## src/rtl/mips_ctrl_pkg.sv

```systemverilog
// Shared constants for the multicycle MIPS main control and the ALU control decoder.
// Opcodes, ALU-op encodings, state encodings and datapath mux selects.
package mips_ctrl_pkg;

    localparam int STATE_W_DEF = 4;

    // IR[31:26] opcodes
    localparam logic [5:0] OP_RTYPE = 6'b000000;
    localparam logic [5:0] OP_J     = 6'b000010;
    localparam logic [5:0] OP_JAL   = 6'b000011;
    localparam logic [5:0] OP_BEQ   = 6'b000100;
    localparam logic [5:0] OP_BNE   = 6'b000101;
    localparam logic [5:0] OP_ADDI  = 6'b001000;
    localparam logic [5:0] OP_ANDI  = 6'b001100;
    localparam logic [5:0] OP_ORI   = 6'b001101;
    localparam logic [5:0] OP_LUI   = 6'b001111;
    localparam logic [5:0] OP_LW    = 6'b100011;
    localparam logic [5:0] OP_SW    = 6'b101011;

    // 3-bit ALU-op interface towards the ALU control decoder
    localparam logic [2:0] ALU_OP_IDLE   = 3'b000;
    localparam logic [2:0] ALU_OP_AND    = 3'b001;
    localparam logic [2:0] ALU_OP_BRANCH = 3'b010;
    localparam logic [2:0] ALU_OP_MEM    = 3'b011;
    localparam logic [2:0] ALU_OP_ADD    = 3'b100;
    localparam logic [2:0] ALU_OP_OR     = 3'b101;
    localparam logic [2:0] ALU_OP_LUI    = 3'b110;
    localparam logic [2:0] ALU_OP_RTYPE  = 3'b111;

    localparam logic [1:0] JMP_CTL_JR = 2'b10;

    // datapath mux selects
    localparam logic       SRC_A_PC      = 1'b0;
    localparam logic       SRC_A_REG     = 1'b1;
    localparam logic [1:0] SRC_B_REG     = 2'b00;
    localparam logic [1:0] SRC_B_FOUR    = 2'b01;
    localparam logic [1:0] SRC_B_IMM     = 2'b10;
    localparam logic [1:0] SRC_B_IMM_SH2 = 2'b11;

    localparam logic [1:0] PC_SRC_ALU    = 2'b00;
    localparam logic [1:0] PC_SRC_ALUOUT = 2'b01;
    localparam logic [1:0] PC_SRC_JUMP   = 2'b10;
    localparam logic [1:0] PC_SRC_REG    = 2'b11;

    localparam logic [1:0] REG_DST_RT = 2'b00;
    localparam logic [1:0] REG_DST_RD = 2'b01;
    localparam logic [1:0] REG_DST_RA = 2'b10;

    localparam logic [1:0] M2R_ALUOUT = 2'b00;
    localparam logic [1:0] M2R_MDR    = 2'b01;
    localparam logic [1:0] M2R_PC     = 2'b10;

    typedef enum logic [3:0] {
        S_IDLE      = 4'd0,
        S_FETCH     = 4'd1,
        S_DECODE    = 4'd2,
        S_MEM_ADDR  = 4'd3,
        S_MEM_READ  = 4'd4,
        S_MEM_WB    = 4'd5,
        S_MEM_WRITE = 4'd6,
        S_EXECUTE   = 4'd7,
        S_R_WB      = 4'd8,
        S_I_EXEC    = 4'd9,
        S_I_WB      = 4'd10,
        S_BRANCH    = 4'd11,
        S_JUMP      = 4'd12,
        S_JAL       = 4'd13
    } state_e;

    typedef enum logic [2:0] {
        CLS_ILLEGAL,
        CLS_RTYPE,
        CLS_ITYPE,
        CLS_LW,
        CLS_SW,
        CLS_BRANCH,
        CLS_JUMP,
        CLS_JAL
    } instr_cls_e;

endpackage

```

## src/rtl/multicycle_main_control_if.sv

```systemverilog
// Control bundle between the main control FSM (master) and the datapath (slave).
interface multicycle_main_control_if #(
    parameter int STATE_W = 4
);
    logic [5:0]         opcode_i;
    logic [1:0]         jmp_ctl_i;
    logic               mem_ready_i;
    logic [2:0]         alu_op_o;
    logic               alu_src_a_o;
    logic [1:0]         alu_src_b_o;
    logic [1:0]         pc_src_o;
    logic               pc_write_o;
    logic               pc_write_cond_o;
    logic               branch_ne_o;
    logic               i_or_d_o;
    logic               mem_read_o;
    logic               mem_write_o;
    logic               ir_write_o;
    logic               reg_write_o;
    logic [1:0]         reg_dst_o;
    logic [1:0]         mem_to_reg_o;
    logic               illegal_op_o;
    logic [STATE_W-1:0] state_o;

    modport master (
        input  opcode_i, jmp_ctl_i, mem_ready_i,
        output alu_op_o, alu_src_a_o, alu_src_b_o, pc_src_o, pc_write_o,
               pc_write_cond_o, branch_ne_o, i_or_d_o, mem_read_o, mem_write_o,
               ir_write_o, reg_write_o, reg_dst_o, mem_to_reg_o, illegal_op_o,
               state_o
    );

    modport slave (
        output opcode_i, jmp_ctl_i, mem_ready_i,
        input  alu_op_o, alu_src_a_o, alu_src_b_o, pc_src_o, pc_write_o,
               pc_write_cond_o, branch_ne_o, i_or_d_o, mem_read_o, mem_write_o,
               ir_write_o, reg_write_o, reg_dst_o, mem_to_reg_o, illegal_op_o,
               state_o
    );
endinterface

```

## src/rtl/control_opcode_decode.sv

```systemverilog
// Opcode classifier: instruction class, ALU op for I-type arithmetic, legal flag.
// JAL is only recognised when MULTICYCLE_CTRL_JAL_EN is defined.
module control_opcode_decode
    import mips_ctrl_pkg::*;
(
    input  logic [5:0]  opcode_i,
    output instr_cls_e  cls_o,
    output logic [2:0]  imm_alu_op_o,
    output logic        legal_o
);

    // classify the opcode; anything not listed is illegal
    always_comb begin
        cls_o        = CLS_ILLEGAL;
        imm_alu_op_o = ALU_OP_ADD;
        legal_o      = 1'b1;
        case (opcode_i)
            OP_RTYPE: cls_o = CLS_RTYPE;
            OP_ADDI: begin
                cls_o        = CLS_ITYPE;
                imm_alu_op_o = ALU_OP_ADD;
            end
            OP_ORI: begin
                cls_o        = CLS_ITYPE;
                imm_alu_op_o = ALU_OP_OR;
            end
            OP_ANDI: begin
                cls_o        = CLS_ITYPE;
                imm_alu_op_o = ALU_OP_AND;
            end
            OP_LUI: begin
                cls_o        = CLS_ITYPE;
                imm_alu_op_o = ALU_OP_LUI;
            end
            OP_LW:   cls_o = CLS_LW;
            OP_SW:   cls_o = CLS_SW;
            OP_BEQ,
            OP_BNE:  cls_o = CLS_BRANCH;
            OP_J:    cls_o = CLS_JUMP;
`ifdef MULTICYCLE_CTRL_JAL_EN
            OP_JAL:  cls_o = CLS_JAL;
`else
            // without JAL support 000011 falls through to the illegal default
`endif
            default: legal_o = 1'b0;
        endcase
    end

endmodule

```

## src/rtl/multicycle_main_control.sv

```systemverilog
// Multicycle MIPS main control FSM; drives ALU op and all datapath enables.
// Optional JAL support under macro MULTICYCLE_CTRL_JAL_EN.
//
// state     | meaning
// IDLE      | after reset, everything off
// FETCH     | read instruction at PC, PC+4 into PC once memory is ready
// DECODE    | branch target into ALUOut, dispatch on opcode
// MEM_ADDR  | A + sign-ext imm for lw/sw
// MEM_READ  | data read at ALUOut, wait for ready
// MEM_WB    | MDR into rt
// MEM_WRITE | data write at ALUOut, wait for ready
// EXECUTE   | R-type ALU operation, JR resolved here
// R_WB      | ALUOut into rd
// I_EXEC    | I-type ALU operation
// I_WB      | ALUOut into rt
// BRANCH    | compare and conditional PC write
// JUMP      | jump target into PC
// JAL       | jump target into PC, PC into $ra
module multicycle_main_control
    import mips_ctrl_pkg::*;
#(
    parameter int STATE_W = STATE_W_DEF
) (
    input  logic                       clk,
    input  logic                       reset,
    multicycle_main_control_if.master  bus
);

    state_e      state_q, state_d;
    instr_cls_e  op_cls;
    logic [2:0]  imm_alu_op;
    logic        op_legal;

    logic [2:0]  alu_op;
    logic        alu_src_a;
    logic [1:0]  alu_src_b;
    logic [1:0]  pc_src;
    logic        pc_write;
    logic        pc_write_cond;
    logic        branch_ne;
    logic        i_or_d;
    logic        mem_read;
    logic        mem_write;
    logic        ir_write;
    logic        reg_write;
    logic [1:0]  reg_dst;
    logic [1:0]  mem_to_reg;
    logic        illegal_op;

    control_opcode_decode u_decode (
        .opcode_i     (bus.opcode_i),
        .cls_o        (op_cls),
        .imm_alu_op_o (imm_alu_op),
        .legal_o      (op_legal)
    );

    // state register, synchronous active-low reset
    always_ff @(posedge clk) begin
        if (!reset) state_q <= S_IDLE;
        else        state_q <= state_d;
    end

    // next state and per-state datapath controls
    always_comb begin
        state_d       = state_q;
        alu_op        = ALU_OP_IDLE;
        alu_src_a     = SRC_A_PC;
        alu_src_b     = SRC_B_REG;
        pc_src        = PC_SRC_ALU;
        pc_write      = 1'b0;
        pc_write_cond = 1'b0;
        branch_ne     = 1'b0;
        i_or_d        = 1'b0;
        mem_read      = 1'b0;
        mem_write     = 1'b0;
        ir_write      = 1'b0;
        reg_write     = 1'b0;
        reg_dst       = REG_DST_RT;
        mem_to_reg    = M2R_ALUOUT;
        illegal_op    = 1'b0;
        case (state_q)
            S_IDLE: state_d = S_FETCH;
            S_FETCH: begin
                mem_read  = 1'b1;
                alu_src_b = SRC_B_FOUR;
                alu_op    = ALU_OP_ADD;
                if (bus.mem_ready_i) begin
                    pc_write = 1'b1;
                    ir_write = 1'b1;
                    state_d  = S_DECODE;
                end
            end
            S_DECODE: begin
                alu_src_b = SRC_B_IMM_SH2;
                alu_op    = ALU_OP_ADD;
                if (!op_legal) begin
                    illegal_op = 1'b1;
                    state_d    = S_FETCH;
                end else begin
                    case (op_cls)
                        CLS_RTYPE:  state_d = S_EXECUTE;
                        CLS_ITYPE:  state_d = S_I_EXEC;
                        CLS_LW,
                        CLS_SW:     state_d = S_MEM_ADDR;
                        CLS_BRANCH: state_d = S_BRANCH;
                        CLS_JUMP:   state_d = S_JUMP;
`ifdef MULTICYCLE_CTRL_JAL_EN
                        CLS_JAL:    state_d = S_JAL;
`else
                        // JAL is never reported as legal in this build
`endif
                        default:    state_d = S_FETCH;
                    endcase
                end
            end
            S_EXECUTE: begin
                alu_src_a = SRC_A_REG;
                alu_op    = ALU_OP_RTYPE;
                if (bus.jmp_ctl_i == JMP_CTL_JR) begin
                    pc_write = 1'b1;
                    pc_src   = PC_SRC_REG;
                    state_d  = S_FETCH;
                end else begin
                    state_d  = S_R_WB;
                end
            end
            S_R_WB: begin
                reg_write = 1'b1;
                reg_dst   = REG_DST_RD;
                state_d   = S_FETCH;
            end
            S_I_EXEC: begin
                alu_src_a = SRC_A_REG;
                alu_src_b = SRC_B_IMM;
                alu_op    = imm_alu_op;
                state_d   = S_I_WB;
            end
            S_I_WB: begin
                reg_write = 1'b1;
                state_d   = S_FETCH;
            end
            S_MEM_ADDR: begin
                alu_src_a = SRC_A_REG;
                alu_src_b = SRC_B_IMM;
                alu_op    = ALU_OP_MEM;
                state_d   = (op_cls == CLS_LW) ? S_MEM_READ : S_MEM_WRITE;
            end
            S_MEM_READ: begin
                i_or_d   = 1'b1;
                mem_read = 1'b1;
                if (bus.mem_ready_i) state_d = S_MEM_WB;
            end
            S_MEM_WB: begin
                reg_write  = 1'b1;
                mem_to_reg = M2R_MDR;
                state_d    = S_FETCH;
            end
            S_MEM_WRITE: begin
                i_or_d    = 1'b1;
                mem_write = 1'b1;
                if (bus.mem_ready_i) state_d = S_FETCH;
            end
            S_BRANCH: begin
                alu_src_a     = SRC_A_REG;
                alu_op        = ALU_OP_BRANCH;
                pc_src        = PC_SRC_ALUOUT;
                pc_write_cond = 1'b1;
                branch_ne     = (bus.opcode_i == OP_BNE);
                state_d       = S_FETCH;
            end
            S_JUMP: begin
                pc_write = 1'b1;
                pc_src   = PC_SRC_JUMP;
                state_d  = S_FETCH;
            end
`ifdef MULTICYCLE_CTRL_JAL_EN
            S_JAL: begin
                pc_write   = 1'b1;
                pc_src     = PC_SRC_JUMP;
                reg_write  = 1'b1;
                reg_dst    = REG_DST_RA;
                mem_to_reg = M2R_PC;
                state_d    = S_FETCH;
            end
`else
            // S_JAL is unreachable without JAL support
`endif
            default: state_d = S_IDLE;
        endcase
    end

    assign bus.alu_op_o        = alu_op;
    assign bus.alu_src_a_o     = alu_src_a;
    assign bus.alu_src_b_o     = alu_src_b;
    assign bus.pc_src_o        = pc_src;
    assign bus.pc_write_o      = pc_write;
    assign bus.pc_write_cond_o = pc_write_cond;
    assign bus.branch_ne_o     = branch_ne;
    assign bus.i_or_d_o        = i_or_d;
    assign bus.mem_read_o      = mem_read;
    assign bus.mem_write_o     = mem_write;
    assign bus.ir_write_o      = ir_write;
    assign bus.reg_write_o     = reg_write;
    assign bus.reg_dst_o       = reg_dst;
    assign bus.mem_to_reg_o    = mem_to_reg;
    assign bus.illegal_op_o    = illegal_op;
    assign bus.state_o         = STATE_W'(state_q);

endmodule

```

## src/flat_wrapper.sv

```systemverilog
// flat-port wrapper written by rule: the top's interface ports become plain ports
module multicycle_main_control_flat import mips_ctrl_pkg::*;
#(
    parameter int STATE_W = STATE_W_DEF
)
  (clk, reset, bus_opcode_i, bus_jmp_ctl_i, bus_mem_ready_i, bus_alu_op_o, bus_alu_src_a_o, bus_alu_src_b_o, bus_pc_src_o, bus_pc_write_o, bus_pc_write_cond_o, bus_branch_ne_o, bus_i_or_d_o, bus_mem_read_o, bus_mem_write_o, bus_ir_write_o, bus_reg_write_o, bus_reg_dst_o, bus_mem_to_reg_o, bus_illegal_op_o, bus_state_o);
  multicycle_main_control_if #(.STATE_W(STATE_W)) bus_i ();
  input  logic clk;
  input  logic reset;
  input wire logic [$bits(bus_i.opcode_i)-1:0] bus_opcode_i;
  input wire logic [$bits(bus_i.jmp_ctl_i)-1:0] bus_jmp_ctl_i;
  input wire logic [$bits(bus_i.mem_ready_i)-1:0] bus_mem_ready_i;
  output wire logic [$bits(bus_i.alu_op_o)-1:0] bus_alu_op_o;
  output wire logic [$bits(bus_i.alu_src_a_o)-1:0] bus_alu_src_a_o;
  output wire logic [$bits(bus_i.alu_src_b_o)-1:0] bus_alu_src_b_o;
  output wire logic [$bits(bus_i.pc_src_o)-1:0] bus_pc_src_o;
  output wire logic [$bits(bus_i.pc_write_o)-1:0] bus_pc_write_o;
  output wire logic [$bits(bus_i.pc_write_cond_o)-1:0] bus_pc_write_cond_o;
  output wire logic [$bits(bus_i.branch_ne_o)-1:0] bus_branch_ne_o;
  output wire logic [$bits(bus_i.i_or_d_o)-1:0] bus_i_or_d_o;
  output wire logic [$bits(bus_i.mem_read_o)-1:0] bus_mem_read_o;
  output wire logic [$bits(bus_i.mem_write_o)-1:0] bus_mem_write_o;
  output wire logic [$bits(bus_i.ir_write_o)-1:0] bus_ir_write_o;
  output wire logic [$bits(bus_i.reg_write_o)-1:0] bus_reg_write_o;
  output wire logic [$bits(bus_i.reg_dst_o)-1:0] bus_reg_dst_o;
  output wire logic [$bits(bus_i.mem_to_reg_o)-1:0] bus_mem_to_reg_o;
  output wire logic [$bits(bus_i.illegal_op_o)-1:0] bus_illegal_op_o;
  output wire logic [$bits(bus_i.state_o)-1:0] bus_state_o;
  assign bus_i.opcode_i = bus_opcode_i;
  assign bus_i.jmp_ctl_i = bus_jmp_ctl_i;
  assign bus_i.mem_ready_i = bus_mem_ready_i;
  assign bus_alu_op_o = bus_i.alu_op_o;
  assign bus_alu_src_a_o = bus_i.alu_src_a_o;
  assign bus_alu_src_b_o = bus_i.alu_src_b_o;
  assign bus_pc_src_o = bus_i.pc_src_o;
  assign bus_pc_write_o = bus_i.pc_write_o;
  assign bus_pc_write_cond_o = bus_i.pc_write_cond_o;
  assign bus_branch_ne_o = bus_i.branch_ne_o;
  assign bus_i_or_d_o = bus_i.i_or_d_o;
  assign bus_mem_read_o = bus_i.mem_read_o;
  assign bus_mem_write_o = bus_i.mem_write_o;
  assign bus_ir_write_o = bus_i.ir_write_o;
  assign bus_reg_write_o = bus_i.reg_write_o;
  assign bus_reg_dst_o = bus_i.reg_dst_o;
  assign bus_mem_to_reg_o = bus_i.mem_to_reg_o;
  assign bus_illegal_op_o = bus_i.illegal_op_o;
  assign bus_state_o = bus_i.state_o;
  multicycle_main_control #(.STATE_W(STATE_W)) u_core (.clk(clk), .reset(reset), .bus(bus_i));
endmodule
```

## config.mk

```make
export PLATFORM = sky130hd
export DESIGN_NAME = multicycle_main_control_flat
export DESIGN_NICKNAME = d
export VERILOG_FILES = /design/src/rtl/mips_ctrl_pkg.sv /design/src/rtl/multicycle_main_control_if.sv /design/src/rtl/control_opcode_decode.sv /design/src/rtl/multicycle_main_control.sv /design/src/flat_wrapper.sv
export SDC_FILE = /design/constraint.sdc
export NUM_CORES = 1
export LEC_CHECK = 0
export CAP_MARGIN = 20
export CORE_MARGIN = 4
export CORE_UTILIZATION = 26
export CTS_BUF_LIST = sky130_fd_sc_hd__clkbuf_16
export DETAILED_ROUTE_END_ITERATION = 8
export PLACE_DENSITY = 0.51
export SETUP_SLACK_MARGIN = 0.15
export SYNTH_ARGS = -nofsm -noshare
export SYNTH_HDL_FRONTEND = slang
export SYNTH_HIERARCHICAL = 1
export SYNTH_SLANG_ARGS = --single-unit
export TNS_END_PERCENT = 5
```

## constraint.sdc

```tcl
create_clock -name clk -period 6.6 [get_ports clk]
set_input_delay 1.65 -clock clk [delete_from_list [all_inputs] [get_ports clk]]
set_output_delay 1.65 -clock clk [all_outputs]
set_load 0.01 [all_outputs]
```

==> Word level (Yosys, flattened, before mapping) <==
Cells that the tools add are included.
{ "op_classes": {"mux": 30, "reduce_logical": 14, "n_eq_ne": 31} }
{ "ops": {"columns": ["cell", "n"], "rows": [
  ["$pmux 4 s8", 1],
  ["$eq 6x4->1 const B", 4],
  ["$eq 4x4->1 const B", 5],
  ["$mux 4", 5],
  ["$pmux 4 s5", 1],
  ["$pmux 3 s6", 1],
  ["$eq 4x3->1 const B", 4],
  ["$mux 1", 15],
  ["$pmux 3 s5", 1],
  ["$eq 6x3->1 const B", 2],
  ["$eq 6x6->1 const B", 2],
  ["$pmux 2 s3", 2],
  ["$reduce_or 2->1", 6],
  ["$reduce_or 10->1", 1],
  ["$eq 3x3->1 const B", 3],
  ["$pmux 3 s3", 1],
  ["$eq 4x2->1 const B", 2],
  ["$reduce_or 4->1", 2],
  ["$eq 3x2->1 const B", 2],
  ["$eq 6x2->1 const B", 1],
  ["$logic_not 6->1", 1],
  ["$ne 2x2->1 const B", 3],
  ["$reduce_or 6->1", 1],
  ["$eq 4x1->1 const B", 1],
  ["other kinds (7)", 8]
]} }
{ "totals": {"wordCells": 76, "output_inout_bits": 25, "ff_bits": 4} }

==> Logic depth before layout (Yosys ltp) <==
Gate-level depths: netlist of the first run.
{ "depth": {"ltp_word": 8, "mapped_depth": 8} }

==> Modules after synthesis <==
The synthesis of the first run kept the hierarchy.
{ "modules_own_cells": {"columns": ["module", "seq_area_each_um2", "cells_per_inst", "area_per_inst_um2", "instances"], "rows": [
  ["multicycle_main_control", 80.1, 98, 646.9, 1],
  ["control_opcode_decode", 0.0, 28, 185.2, 1]
]} }

==> Worst setup path before layout of the first run <==
Ideal clock, no wire load.
{ "synth_path": {"path_kind": "in2out", "start": "input bus_opcode_i[3]", "end": "output bus_illegal_op_o", "n_path_buf": 1, "path_stages": 5, "arrival_time_ns": 2.639, "slack_ns": 2.311, "t_required_ns": 4.950, "path_cell_list": "buf_6 o21ai_0 or3b_1 a31oi_1 nor4_1"} }
{ "synth_via": {"elab_chain_cells": 5, "elab_cells_between_ends": 14, "cone_classes": "eq/ne (9); mux (3); reduce/logical (2)"} }
{ "synth_rtl": {"columns": ["item", "line_no", "rtl"], "rows": [
  ["start, declared", "flat_wrapper.sv:10", "input wire logic [$bits(bus_i.opcode_i)-1:0] bus_opcode_i;"],
  ["$eq 6x2->1, or another cell as far along", "control_opcode_decode.sv:17", "case (opcode_i)"],
  ["$reduce_or 10->1 (no source line) (*)", null, null],
  ["$mux 1 (*)", "control_opcode_decode.sv:17", null],
  ["via u_core.op_legal", "multicycle_main_control.sv:32", "logic op_legal;"],
  ["$mux 1 (*)", "multicycle_main_control.sv:96", "if (!op_legal) begin"],
  ["$mux 1 (*)", "multicycle_main_control.sv:81", "case (state_q)"],
  ["end, declared", "flat_wrapper.sv:27", "output wire logic [$bits(bus_i.illegal_op_o)-1:0] bus_illegal_op_o;"]
]} }
The timed path passes the listed nets; every way through them passes the cells marked *.

==> Final worst setup path of the first run <==
Same ends and word-level chain as after synthesis.

==> impl_metrics.xml, run 1 <==
<?xml version="1.0" encoding="UTF-8"?>
<metrics>
  <group name="cts">
    <metric name="tritoncts" unit="">done</metric>
    <metric name="holdBufCountCts" unit="">0</metric>
    <metric name="cts.path.max_buffers" unit="">2</metric>
    <metric name="cts_num_sinks" unit="">4</metric>
    <metric name="post-cts-setup-buffer-count" unit="">0</metric>
    <metric name="clkSlewWorstSetupHoldPaths" unit="ns">0.03</metric>
    <metric name="root_buffer" unit="">sky130_fd_sc_hd__clkbuf_16</metric>
    <metric name="numCtsBuffers" unit="">3</metric>
    <metric name="clk-insertion-delay-late" unit="ns">0.23</metric>
    <metric name="cts-htree-levels" unit="">1</metric>
    <metric name="cts.repair.resized" unit="">0</metric>
  </group>
  <group name="setup_path">
    <metric name="crit_start" unit="">bus_opcode_i[3]</metric>
    <metric name="r2r_cells" unit="">4</metric>
    <metric name="crit_end_element" unit="">output pin</metric>
    <metric name="required_time_of_the_critical_path" unit="ns">4.95</metric>
    <metric name="critPathMaxFanout" unit="">10</metric>
    <metric name="regToRegSetupSlack" unit="ns">4.86</metric>
    <metric name="start_kind" unit="">input pin</metric>
    <metric name="reg2reg_to" unit="">u_core/bus.state_o[1]$_SDFFE_PN0P_</metric>
    <metric name="critical_path_at" unit="ns">3.79</metric>
    <metric name="timing_worst_setup_path_type" unit="">input pin to output pin</metric>
    <metric name="r2r-start" unit="">u_core/bus.state_o[0]$_SDFFE_PN0P_</metric>
  </group>
  <group name="sta">
    <metric name="totalNegativeSetupSlack" unit="ns">0</metric>
    <metric name="finalClockSkew" unit="ns">0.0006733</metric>
    <metric name="max_freq" unit="GHz">0.1840</metric>
    <metric name="report.final.setup_viol" unit="">0</metric>
    <metric name="worst_pin_slew" unit="ns">0.9638</metric>
    <metric name="final-hold-violation-count" unit="">0</metric>
    <metric name="grt_setup_unrepaired" unit="">no</metric>
    <metric name="final-max-slew-violation-count" unit="">0</metric>
    <metric name="slew_headroom" unit="">0.3490</metric>
    <metric name="post-route-period-util" unit="">0.8237</metric>
    <metric name="time_the_final_worst_path_needs_with_i_o_delays_and_setup" unit="ns">5.436</metric>
  </group>
  <group name="grt">
    <metric name="grt_max_degree" unit="">23</metric>
    <metric name="first_pass_grt_wire_length" unit="µm">4650</metric>
    <metric name="first_global_vias" unit="">1004</metric>
    <metric name="gr-usage-all-layers" unit="">0.1345</metric>
    <metric name="overflow" unit="">0</metric>
    <metric name="initial_antenna_violation_count" unit="">0</metric>
  </group>
  <group name="cells_and_area">
    <metric name="num-nets-final" unit="">163</metric>
    <metric name="drive_above_1_share" unit="">0.04000</metric>
    <metric name="ff_latch_area" unit="µm²">80.08</metric>
    <metric name="final_core_util" unit="">0.3967</metric>
    <metric name="largest_reg_flops" unit="">4</metric>
    <metric name="multiInputGateArea" unit="µm²">659.4</metric>
    <metric name="n_fill_cell" unit="">363</metric>
    <metric name="finalInstanceArea" unit="µm²">1211</metric>
    <metric name="syn2layout_area_growth" unit="%">45.56</metric>
    <metric name="stdcell_count" unit="">194</metric>
    <metric name="n_antenna_cell" unit="">0</metric>
  </group>
  <group name="yosys">
    <metric name="synth_sequential_area_ratio" unit="">0.09624</metric>
    <metric name="postSynthAreaPerCell" unit="µm²">6.604</metric>
    <metric name="yosys_warnings" unit="">6</metric>
    <metric name="post_synth_instance_area" unit="µm²">832.0</metric>
    <metric name="synth_ff_type" unit="">sky130_fd_sc_hd__dfxtp_1</metric>
    <metric name="synthDistinctLibCells" unit="">46</metric>
    <metric name="synth-edff-count" unit="">0</metric>
    <metric name="synthesis.instances" unit="">126</metric>
    <metric name="async_flop_share" unit="">0</metric>
    <metric name="synth.ff_latch_count" unit="">4</metric>
  </group>
  <group name="routing">
    <metric name="ant_nets" unit="">0</metric>
    <metric name="route.vias.total" unit="">1002</metric>
    <metric name="wirelength" unit="µm">2644</metric>
    <metric name="vias_per_cell" unit="">5.165</metric>
    <metric name="drc" unit="">0</metric>
    <metric name="drt_first_iter_violations" unit="">37</metric>
    <metric name="detailedRoute.firstPassIterationCount" unit="">4</metric>
    <metric name="avgRoutedWirePerCell" unit="µm">13.63</metric>
  </group>
  <group name="min_path">
    <metric name="min_to" unit="">u_core/bus.state_o[2]$_SDFFE_PN0P_</metric>
    <metric name="min_path_type" unit="">flop to flop</metric>
    <metric name="hold_depth" unit="">2</metric>
    <metric name="timing.hold.worst.start" unit="">u_core/bus.state_o[3]$_SDFFE_PN0P_</metric>
  </group>
  <group name="pwr">
    <metric name="vdd.ir_drop.worst" unit="mV">0.08635</metric>
    <metric name="leakage" unit="nW">0.3946</metric>
    <metric name="design_power_total" unit="W">0.0002149</metric>
    <metric name="cellPowerDensity" unit="nW/µm²">177.4</metric>
  </group>
  <group name="outcome">
    <metric name="status" unit="">completed</metric>
  </group>
  <group name="place">
    <metric name="hpwl" unit="µm">1931</metric>
    <metric name="gp_routability_congestion" unit="">0.8761</metric>
    <metric name="place_inst" unit="">191</metric>
    <metric name="dpl-instance-area" unit="µm²">1136</metric>
    <metric name="numPortBuffers" unit="">33</metric>
  </group>
  <group name="floorplanning">
    <metric name="die_width" unit="µm">64.57</metric>
    <metric name="design.die.area" unit="µm²">4169</metric>
    <metric name="core-area" unit="µm²">3053</metric>
    <metric name="rows" unit="">20</metric>
    <metric name="die-height" unit="µm">64.57</metric>
    <metric name="ios" unit="">36</metric>
    <metric name="initial_utilization" unit="">0.2725</metric>
  </group>
  <group name="job">
    <metric name="timing.max_cap.violations" unit="">0</metric>
  </group>
</metrics>
## report_power, final
group          switching (W)  leakage (nW)  internal (W)  total (W)
combinational      0.0000372         0.325     0.0000427  0.0000799
clock              0.0000188        0.0370     0.0000776  0.0000964
sequential         0.0000121        0.0327     0.0000266  0.0000387
## metal layers
metal  GRT usage  share of wire  vias up
met1      0.1726           0.49      470
met5           0              0        -
met3     0.03293          0.037        2
met4     0.03166         0.0072        0
met2      0.2255           0.47       24
li1            -              -      506
## layout make-up
class                           count  area share
Clock buffer                        3     0.06198
Timing Repair Buffer               33      0.2727
Inverter                            3    0.009298
Tap cell                           44     0.04545
Multi-Input combinational cell    107      0.5444
Sequential cell                     4     0.06612
## through the flow
stage          hold WS, ns  setup slack [ns]
6_report            0.8995             1.164
5_1_grt             0.9965            0.9583
4_1_cts             0.9140             1.146
3_5_place_dp        0.9026             1.160
3_3_place_gp        0.8972             1.235
2_1_floorplan       0.7902             2.311
## worst max-delay path, stage by stage
cell	delay (ns)
sky130_fd_sc_hd__clkdlybuf4s50_1	0.56
sky130_fd_sc_hd__o21ai_0	0.21
sky130_fd_sc_hd__or3b_1	0.35
sky130_fd_sc_hd__a31oi_1	0.39
sky130_fd_sc_hd__nor4_1	0.11
sky130_fd_sc_hd__clkdlybuf4s50_1	0.51
## synth_stat cells (3+ instances only)
cell,instances,area share
sky130_fd_sc_hd__nor2_1,15,0.068
sky130_fd_sc_hd__a21oi_1,7,0.042
sky130_fd_sc_hd__a31oi_1,4,0.030
sky130_fd_sc_hd__dfxtp_1,4,0.096
sky130_fd_sc_hd__o21ai_0,3,0.018
sky130_fd_sc_hd__inv_1,3,0.014
sky130_fd_sc_hd__o21a_1,3,0.027
sky130_fd_sc_hd__nor3_1,6,0.036
sky130_fd_sc_hd__buf_2,8,0.048
sky130_fd_sc_hd__nor2b_1,5,0.038
sky130_fd_sc_hd__and3b_1,3,0.032
sky130_fd_sc_hd__buf_4,3,0.027
sky130_fd_sc_hd__nand3b_1,3,0.027
sky130_fd_sc_hd__nand2b_1,6,0.045
sky130_fd_sc_hd__nand2_1,11,0.050
## how the worst max path moves through the flow
stage,to,slack [ns],cells past startpoint
floorplan,bus_illegal_op_o,2.31,5
finish,bus_illegal_op_o,1.16,6
global placement,bus_illegal_op_o,1.23,6
detailed placement,bus_illegal_op_o,1.16,6
CTS,bus_illegal_op_o,1.15,6
global route,bus_illegal_op_o,0.96,6
## logic make-up after synthesis
group | count (synthesis) | synth area share
AOI/OAI and AO/OA | 30 | 0.2496
buffers and inverters | 16 | 0.1158
other | 1 | 0.004507
xor gates and xnor gates | 2 | 0.02106
muxes | 2 | 0.02556
and+or+nand+nor | 71 | 0.4873
DFF | 4 | 0.09624
## cells in the final DEF (no fill, tap or decap), drive strengths merged, types with 3 or more instances in the layout
cell and n:
inv 3, a31oi 4, dfxtp 4, nand2 11, nand2b 6, and3b 3
nand3b 3, clkbuf 3, nor3 6, clkdlybuf4s50 33, nor2b 5, nor2 16
a21oi 7, o21a 3, o21ai 3
Note: power is estimated with default switching activity, not from simulation.
==> inputs of run 2 (changes only) <==
- PLACE_DENSITY: 0.51 -> 0.53
- clock period: 6.6 -> 4.45 ns (I/O delays scaled with it)
==> run 2 against run 1 <==
  * Sequential cell count stayed put
  * Setup slack worse by 0.88 ns
  * Register-to-register slack worse by 2.1 ns
  * Sequential power is 41% higher
  * Clock power is 44% higher
  * Largest cell class unchanged
==> impl_metrics.xml, run 2 (synthesis gave the netlist of run 1 again) <==
<?xml version="1.0" encoding="UTF-8"?>
<metrics>
  <group name="cells_and_area">
    <metric name="final_core_util" unit="">0.4074</metric>
    <metric name="n_fill_cell" unit="">348</metric>
    <metric name="multiInputGateArea" unit="µm²">659.4</metric>
    <metric name="syn2layout_area_growth" unit="%">49.47</metric>
    <metric name="num-nets-final" unit="">167</metric>
    <metric name="drive_above_1_share" unit="">0.06494</metric>
    <metric name="mostFrequentLayoutCell" unit="">sky130_fd_sc_hd__clkdlybuf4s50_1</metric>
    <metric name="layout_common_cells" unit="">sky130_fd_sc_hd__clkdlybuf4s50_1, sky130_fd_sc_hd__nor2_1, sky130_fd_sc_hd__nand2_1</metric>
    <metric name="largest_reg_flops" unit="">4</metric>
    <metric name="n_antenna_cell" unit="">0</metric>
    <metric name="ff_latch_area" unit="µm²">80.08</metric>
  </group>
  <group name="grt">
    <metric name="grt_max_degree" unit="">22</metric>
    <metric name="initial_antenna_violation_count" unit="">0</metric>
    <metric name="first_pass_grt_wire_length" unit="µm">4505</metric>
    <metric name="overflow" unit="">0</metric>
    <metric name="first_global_vias" unit="">986</metric>
    <metric name="gr-usage-all-layers" unit="">0.1324</metric>
  </group>
  <group name="routing">
    <metric name="drt_first_iter_violations" unit="">42</metric>
    <metric name="drc" unit="">0</metric>
    <metric name="route.vias.total" unit="">984</metric>
    <metric name="avgRoutedWirePerCell" unit="µm">12.97</metric>
    <metric name="vias_per_cell" unit="">4.970</metric>
    <metric name="ant_nets" unit="">0</metric>
    <metric name="wirelength" unit="µm">2569</metric>
    <metric name="detailedRoute.firstPassIterationCount" unit="">4</metric>
  </group>
  <group name="setup_path">
    <metric name="critical_path_buf_inv_count" unit="">2</metric>
    <metric name="crit_path_frequent_cell" unit="">sky130_fd_sc_hd__clkdlybuf4s50_1</metric>
    <metric name="max_stage_delay" unit="ns">0.52</metric>
    <metric name="crit_start" unit="">bus_opcode_i[2]</metric>
    <metric name="regToRegSetupSlack" unit="ns">2.74</metric>
    <metric name="crit_path_cell_trace" unit="">clkdlybuf4s50_1, o21ai_0, or3b_1, a31oi_1, nor4_1, clkdlybuf4s50_1</metric>
    <metric name="r2r-start" unit="">u_core/bus.state_o[2]$_SDFFE_PN0P_</metric>
    <metric name="crit_end_element" unit="">output pin</metric>
    <metric name="required_time_of_the_critical_path" unit="ns">3.34</metric>
    <metric name="critPathMaxFanout" unit="">8</metric>
    <metric name="critPathTopFamily" unit="">buffers and inverters</metric>
    <metric name="timing.critical_path.slowest_stage_cell" unit="">sky130_fd_sc_hd__clkdlybuf4s50_1</metric>
    <metric name="reg2reg_to" unit="">u_core/bus.state_o[0]$_SDFFE_PN0P_</metric>
    <metric name="critical_path_at" unit="ns">3.05</metric>
    <metric name="timing_worst_setup_path_type" unit="">input pin to output pin</metric>
    <metric name="start_kind" unit="">input pin</metric>
    <metric name="r2r_cells" unit="">3</metric>
    <metric name="cp.depth" unit="">6</metric>
  </group>
  <group name="cts">
    <metric name="numCtsBuffers" unit="">3</metric>
    <metric name="root_buffer" unit="">sky130_fd_sc_hd__clkbuf_16</metric>
    <metric name="clkSlewWorstSetupHoldPaths" unit="ns">0.03</metric>
    <metric name="holdBufCountCts" unit="">0</metric>
    <metric name="cts_num_sinks" unit="">4</metric>
    <metric name="tritoncts" unit="">done</metric>
    <metric name="cts.path.max_buffers" unit="">2</metric>
    <metric name="clk-insertion-delay-late" unit="ns">0.22</metric>
    <metric name="post-cts-setup-buffer-count" unit="">0</metric>
    <metric name="cts-htree-levels" unit="">1</metric>
  </group>
  <group name="pwr">
    <metric name="cellPowerDensity" unit="nW/µm²">255.3</metric>
    <metric name="vdd.ir_drop.worst" unit="mV">0.2488</metric>
    <metric name="leakage" unit="nW">0.4245</metric>
  </group>
  <group name="floorplanning">
    <metric name="die_width" unit="µm">64.57</metric>
    <metric name="die-height" unit="µm">64.57</metric>
    <metric name="rows" unit="">20</metric>
    <metric name="ios" unit="">36</metric>
    <metric name="design.die.area" unit="µm²">4169</metric>
    <metric name="initial_utilization" unit="">0.2725</metric>
    <metric name="core-area" unit="µm²">3053</metric>
  </group>
  <group name="place">
    <metric name="dp_worst_setup_slack" unit="ns">0.2509</metric>
    <metric name="numPortBuffers" unit="">33</metric>
    <metric name="hpwl" unit="µm">1865</metric>
    <metric name="gp_routability_congestion" unit="">0.8141</metric>
  </group>
  <group name="sta">
    <metric name="finalClockSkew" unit="ns">0.004320</metric>
    <metric name="final-hold-violation-count" unit="">0</metric>
    <metric name="finalWorstSetupSlack" unit="ns">0.2843</metric>
    <metric name="totalNegativeSetupSlack" unit="ns">0</metric>
    <metric name="worst_pin_slew" unit="ns">0.6957</metric>
    <metric name="max_freq" unit="GHz">0.2401</metric>
    <metric name="grt_setup_unrepaired" unit="">no</metric>
    <metric name="slew_headroom" unit="">0.5356</metric>
    <metric name="report.final.setup_viol" unit="">0</metric>
    <metric name="time_the_final_worst_path_needs_with_i_o_delays_and_setup" unit="ns">4.166</metric>
    <metric name="post-route-period-util" unit="">0.9361</metric>
    <metric name="final-max-slew-violation-count" unit="">0</metric>
  </group>
  <group name="job">
    <metric name="timing.max_cap.violations" unit="">0</metric>
  </group>
  <group name="min_path">
    <metric name="hold_depth" unit="">2</metric>
    <metric name="timing.hold.worst.start" unit="">u_core/bus.state_o[1]$_SDFFE_PN0P_</metric>
    <metric name="min_path_type" unit="">flop to flop</metric>
    <metric name="min_to" unit="">u_core/bus.state_o[0]$_SDFFE_PN0P_</metric>
  </group>
  <group name="outcome">
    <metric name="status" unit="">completed</metric>
  </group>
</metrics>
## run 2: how the worst max path moves through the flow
stage / endpoint / slack, ns
floorplan: bus_illegal_op_o / 1.24
global placement: bus_illegal_op_o / 0.26
detailed placement: bus_illegal_op_o / 0.25
CTS: bus_illegal_op_o / 0.24
global route: bus_illegal_op_o / 0.16
finish: bus_illegal_op_o / 0.28
## run 2: metrics by stage
stage / hold WS (ns) / total power, W / cells / cell area, µm²
after floorplan: 0.7902 / 0.0001261 / 127 / 835.8
after global placement: 0.8559 / 0.0001790 / 195 / 1166
after detailed placement: 0.8654 / 0.0001795 / 195 / 1166
after CTS: 0.8716 / 0.0003208 / 198 / 1241
after global routing: 0.9852 / 0.0003399 / 198 / 1244
final: 0.8654 / 0.0003175 / 198 / 1244
## run 2: report_power, final
| group | internal (W) | switching [W] | total [W] |
|---|---|---|---|
| logic | 0.0000658 | 0.0000582 | 0.000124 |
| clock network | 0.000115 | 0.0000242 | 0.000139 |
| registers | 0.0000394 | 0.0000152 | 0.0000547 |
## run 2: area by class of cell
| class | instances | share of cell area |
|---|---|---|
| repair buffers | 37 | 0.2918 |
| flip-flops and latches | 4 | 0.06439 |
| inverters | 3 | 0.009054 |
| multi-input cells | 107 | 0.5302 |
| clock buffers | 3 | 0.06036 |
| well taps | 44 | 0.04427 |
## run 2: what timing repair did
action,4_1_cts,5_1_grt
setup endpoints to repair,0,1
resized for setup,0,1
hold endpoints to repair,0,0
## run 2: worst reg2reg max path, delay by kind of cell, from the launching register on
family,cells,cell delay (ns)
AOI/OAI and AO/OA,2,0.53
DFF,1,0.76
and+or+nand+nor,1,0.30
## run 2: per-layer routing
layer,GRT usage,vias to the layer above,wire length [µm]
li1,-,516,-
met1,0.1696,435,1207
met2,0.2178,31,1202
met3,0.03120,2,152
met4,0.04222,0,7
met5,0,-,0
==> inputs of run 3 (changes only) <==
- CORE_MARGIN: 4 -> 2
- DONT_BUFFER_PORTS: default -> 1
- PLACE_DENSITY: 0.53 -> 0.38
- TNS_END_PERCENT: 5 -> 20
==> run 3 against run 2 <==
  * Cell area down 29%
  * Sequential power about the same
  * Clock skew down 0.0024 ns
  * Cell count down 18%
  * Hold slack better by 0.0040 ns
  * Sequential cell count unchanged
  * Critical path depth down 2
  * Non-clock buffer count down 36
  * Critical path type unchanged
  * Critical endpoint unchanged
  * Largest cell class unchanged
  * Largest power group unchanged
==> impl_metrics.xml, run 3 (synthesis gave the netlist of run 1 again) <==
<?xml version="1.0" encoding="UTF-8"?>
<metrics>
  <group name="pwr">
    <metric name="leakage" unit="nW">0.2806</metric>
    <metric name="power_share_of_the_combinational_group" unit="">0.282</metric>
    <metric name="share_seq_of_total_power" unit="">0.204</metric>
    <metric name="p_int" unit="W">0.0001833</metric>
    <metric name="cellPowerDensity" unit="nW/µm²">301.4</metric>
    <metric name="swShare" unit="">0.3153</metric>
    <metric name="vdd.ir_drop.worst" unit="mV">0.1306</metric>
    <metric name="power.switching" unit="W">0.00008443</metric>
    <metric name="clkPwrFrac" unit="">0.514</metric>
    <metric name="design_power_total" unit="W">0.0002678</metric>
  </group>
  <group name="sta">
    <metric name="post-route-period-util" unit="">0.7426</metric>
    <metric name="finalClockSkew" unit="ns">0.001954</metric>
    <metric name="totalNegativeSetupSlack" unit="ns">0</metric>
    <metric name="final-max-slew-violation-count" unit="">0</metric>
    <metric name="grt_setup_unrepaired" unit="">no</metric>
    <metric name="max_freq" unit="GHz">0.3026</metric>
    <metric name="final-hold-violation-count" unit="">0</metric>
    <metric name="time_the_final_worst_path_needs_with_i_o_delays_and_setup" unit="ns">3.305</metric>
    <metric name="report.final.setup_viol" unit="">0</metric>
    <metric name="worst_pin_slew" unit="ns">0.9130</metric>
    <metric name="slew_headroom" unit="">0.3833</metric>
  </group>
  <group name="floorplanning">
    <metric name="core-area" unit="µm²">3053</metric>
    <metric name="rows" unit="">20</metric>
    <metric name="die_width" unit="µm">60.57</metric>
    <metric name="die-height" unit="µm">60.57</metric>
    <metric name="initial_utilization" unit="">0.2725</metric>
    <metric name="ios" unit="">36</metric>
    <metric name="design.die.area" unit="µm²">3669</metric>
  </group>
  <group name="routing">
    <metric name="drc" unit="">0</metric>
    <metric name="ant_nets" unit="">0</metric>
    <metric name="route.vias.total" unit="">883</metric>
    <metric name="avgRoutedWirePerCell" unit="µm">14.64</metric>
    <metric name="drt_first_iter_violations" unit="">34</metric>
    <metric name="wirelength" unit="µm">2371</metric>
    <metric name="vias_per_cell" unit="">5.451</metric>
    <metric name="detailedRoute.firstPassIterationCount" unit="">4</metric>
  </group>
  <group name="setup_path">
    <metric name="required_time_of_the_critical_path" unit="ns">3.34</metric>
    <metric name="critical_path_buf_inv_count" unit="">0</metric>
    <metric name="crit_end_element" unit="">output pin</metric>
    <metric name="timing.critical_path.slowest_stage_cell" unit="">sky130_fd_sc_hd__a31oi_1</metric>
    <metric name="r2r-start" unit="">u_core/bus.state_o[2]$_SDFFE_PN0P_</metric>
    <metric name="reg2reg_to" unit="">u_core/bus.state_o[0]$_SDFFE_PN0P_</metric>
    <metric name="timing_worst_setup_path_type" unit="">input pin to output pin</metric>
    <metric name="critPathTopFamily" unit="">compound AO/OA/AOI/OAI gates</metric>
    <metric name="crit_path_cell_trace" unit="">o21ai_0, or3b_1, a31oi_1, nor4_1</metric>
    <metric name="start_kind" unit="">input pin</metric>
    <metric name="r2r_cells" unit="">3</metric>
    <metric name="regToRegSetupSlack" unit="ns">2.64</metric>
    <metric name="max_stage_delay" unit="ns">0.41</metric>
    <metric name="critPathMaxFanout" unit="">10</metric>
    <metric name="critical_path_at" unit="ns">2.19</metric>
  </group>
  <group name="cells_and_area">
    <metric name="largest_reg_flops" unit="">4</metric>
    <metric name="multiInputGateArea" unit="µm²">659.4</metric>
    <metric name="layout_common_cells" unit="">sky130_fd_sc_hd__nor2_1, sky130_fd_sc_hd__nand2_1, sky130_fd_sc_hd__a21oi_1</metric>
    <metric name="n_fill_cell" unit="">355</metric>
    <metric name="ff_latch_area" unit="µm²">80.08</metric>
    <metric name="mostFrequentLayoutCell" unit="">sky130_fd_sc_hd__nor2_1</metric>
    <metric name="final_core_util" unit="">0.2910</metric>
    <metric name="drive_above_1_share" unit="">0.05932</metric>
    <metric name="stdcell_count" unit="">162</metric>
    <metric name="num-nets-final" unit="">131</metric>
    <metric name="n_antenna_cell" unit="">0</metric>
    <metric name="syn2layout_area_growth" unit="%">6.767</metric>
  </group>
  <group name="cts">
    <metric name="tritoncts" unit="">done</metric>
    <metric name="cts.repair.resized" unit="">0</metric>
    <metric name="cts_num_sinks" unit="">4</metric>
    <metric name="numCtsBuffers" unit="">3</metric>
    <metric name="root_buffer" unit="">sky130_fd_sc_hd__clkbuf_16</metric>
    <metric name="post-cts-setup-buffer-count" unit="">0</metric>
    <metric name="clk-insertion-delay-late" unit="ns">0.22</metric>
    <metric name="cts-htree-levels" unit="">1</metric>
    <metric name="clkSlewWorstSetupHoldPaths" unit="ns">0.03</metric>
    <metric name="cts.path.max_buffers" unit="">2</metric>
    <metric name="holdBufCountCts" unit="">0</metric>
  </group>
  <group name="grt">
    <metric name="gr-usage-all-layers" unit="">0.1353</metric>
    <metric name="initial_antenna_violation_count" unit="">0</metric>
    <metric name="first_global_vias" unit="">794</metric>
    <metric name="first_pass_grt_wire_length" unit="µm">3843</metric>
    <metric name="overflow" unit="">0</metric>
    <metric name="grt_max_degree" unit="">22</metric>
  </group>
  <group name="min_path">
    <metric name="min_path_type" unit="">flop to flop</metric>
    <metric name="min_to" unit="">u_core/bus.state_o[2]$_SDFFE_PN0P_</metric>
    <metric name="hold_depth" unit="">4</metric>
    <metric name="timing.hold.worst.start" unit="">u_core/bus.state_o[1]$_SDFFE_PN0P_</metric>
  </group>
  <group name="outcome">
    <metric name="status" unit="">completed</metric>
  </group>
  <group name="place">
    <metric name="gp_routability_congestion" unit="">0.7496</metric>
    <metric name="hpwl" unit="µm">1787</metric>
    <metric name="numPortBuffers" unit="">0</metric>
    <metric name="place_inst" unit="">159</metric>
  </group>
  <group name="job">
    <metric name="timing.max_cap.violations" unit="">0</metric>
  </group>
</metrics>
## run 3: cell count changes in the layout (fill, tap and decap cells not counted), sizes merged
cell,delta
clkdlybuf4s50,-32
buf,-3
dlymetal6s2s,-1
## run 3: power groups by stage
stage          Sequential [W]  Clock, W  Combinational [W]
2_1_floorplan       0.0000436         0          0.0000824
3_3_place_gp        0.0000557         0          0.0000757
3_5_place_dp        0.0000556         0          0.0000756
4_1_cts             0.0000551  0.000139          0.0000759
5_1_grt             0.0000570  0.000142          0.0000846
6_report            0.0000546  0.000138          0.0000754
## run 3: how the worst max path moves through the flow
stage	start	end	slack (ns)	cells after the start
4_1_cts	bus_opcode_i[3]	bus_illegal_op_o	1.17	4
3_3_place_gp	bus_opcode_i[3]	bus_illegal_op_o	1.23	4
3_5_place_dp	bus_opcode_i[3]	bus_illegal_op_o	1.18	4
5_1_grt	bus_opcode_i[3]	bus_illegal_op_o	1.07	4
2_1_floorplan	bus_opcode_i[3]	bus_illegal_op_o	1.24	5
6_report	bus_opcode_i[3]	bus_illegal_op_o	1.15	4
## run 3: through the flow
stage               hold WS (ns)  worst slack [ns]  area [µm²]
finish                    0.8694             1.145       888.4
CTS                       0.8612             1.167       888.4
floorplan                 0.7902             1.236       835.8
detailed placement        0.8518             1.179       813.3
global placement          0.8765             1.226       813.3
global route              0.9327             1.074       888.4
## run 3: tightest hold or removal path, cell delays in order, from the launching register on
cell                       delay, ns
sky130_fd_sc_hd__dfxtp_1        0.33
sky130_fd_sc_hd__buf_4          0.21
sky130_fd_sc_hd__nand3_1        0.09
sky130_fd_sc_hd__o211ai_1       0.11
sky130_fd_sc_hd__nor2_1         0.09
## run 3: layout make-up
class                           instances  area share
Sequential cell                         4     0.09014
Timing Repair Buffer                    1    0.008451
Tap cell                               44     0.06197
Inverter                                3     0.01268
Multi-Input combinational cell        107      0.7423
Clock buffer                            3     0.08451
## run 3: per-layer routing
layer / share of wire / global-route usage / vias to the layer above
li1: - / - / 440
met1: 0.46 / 0.1885 / 418
met2: 0.49 / 0.2104 / 25
met3: 0.052 / 0.04264 / 0
met4: 0 / 0.01863 / 0
met5: 0 / 0 / -
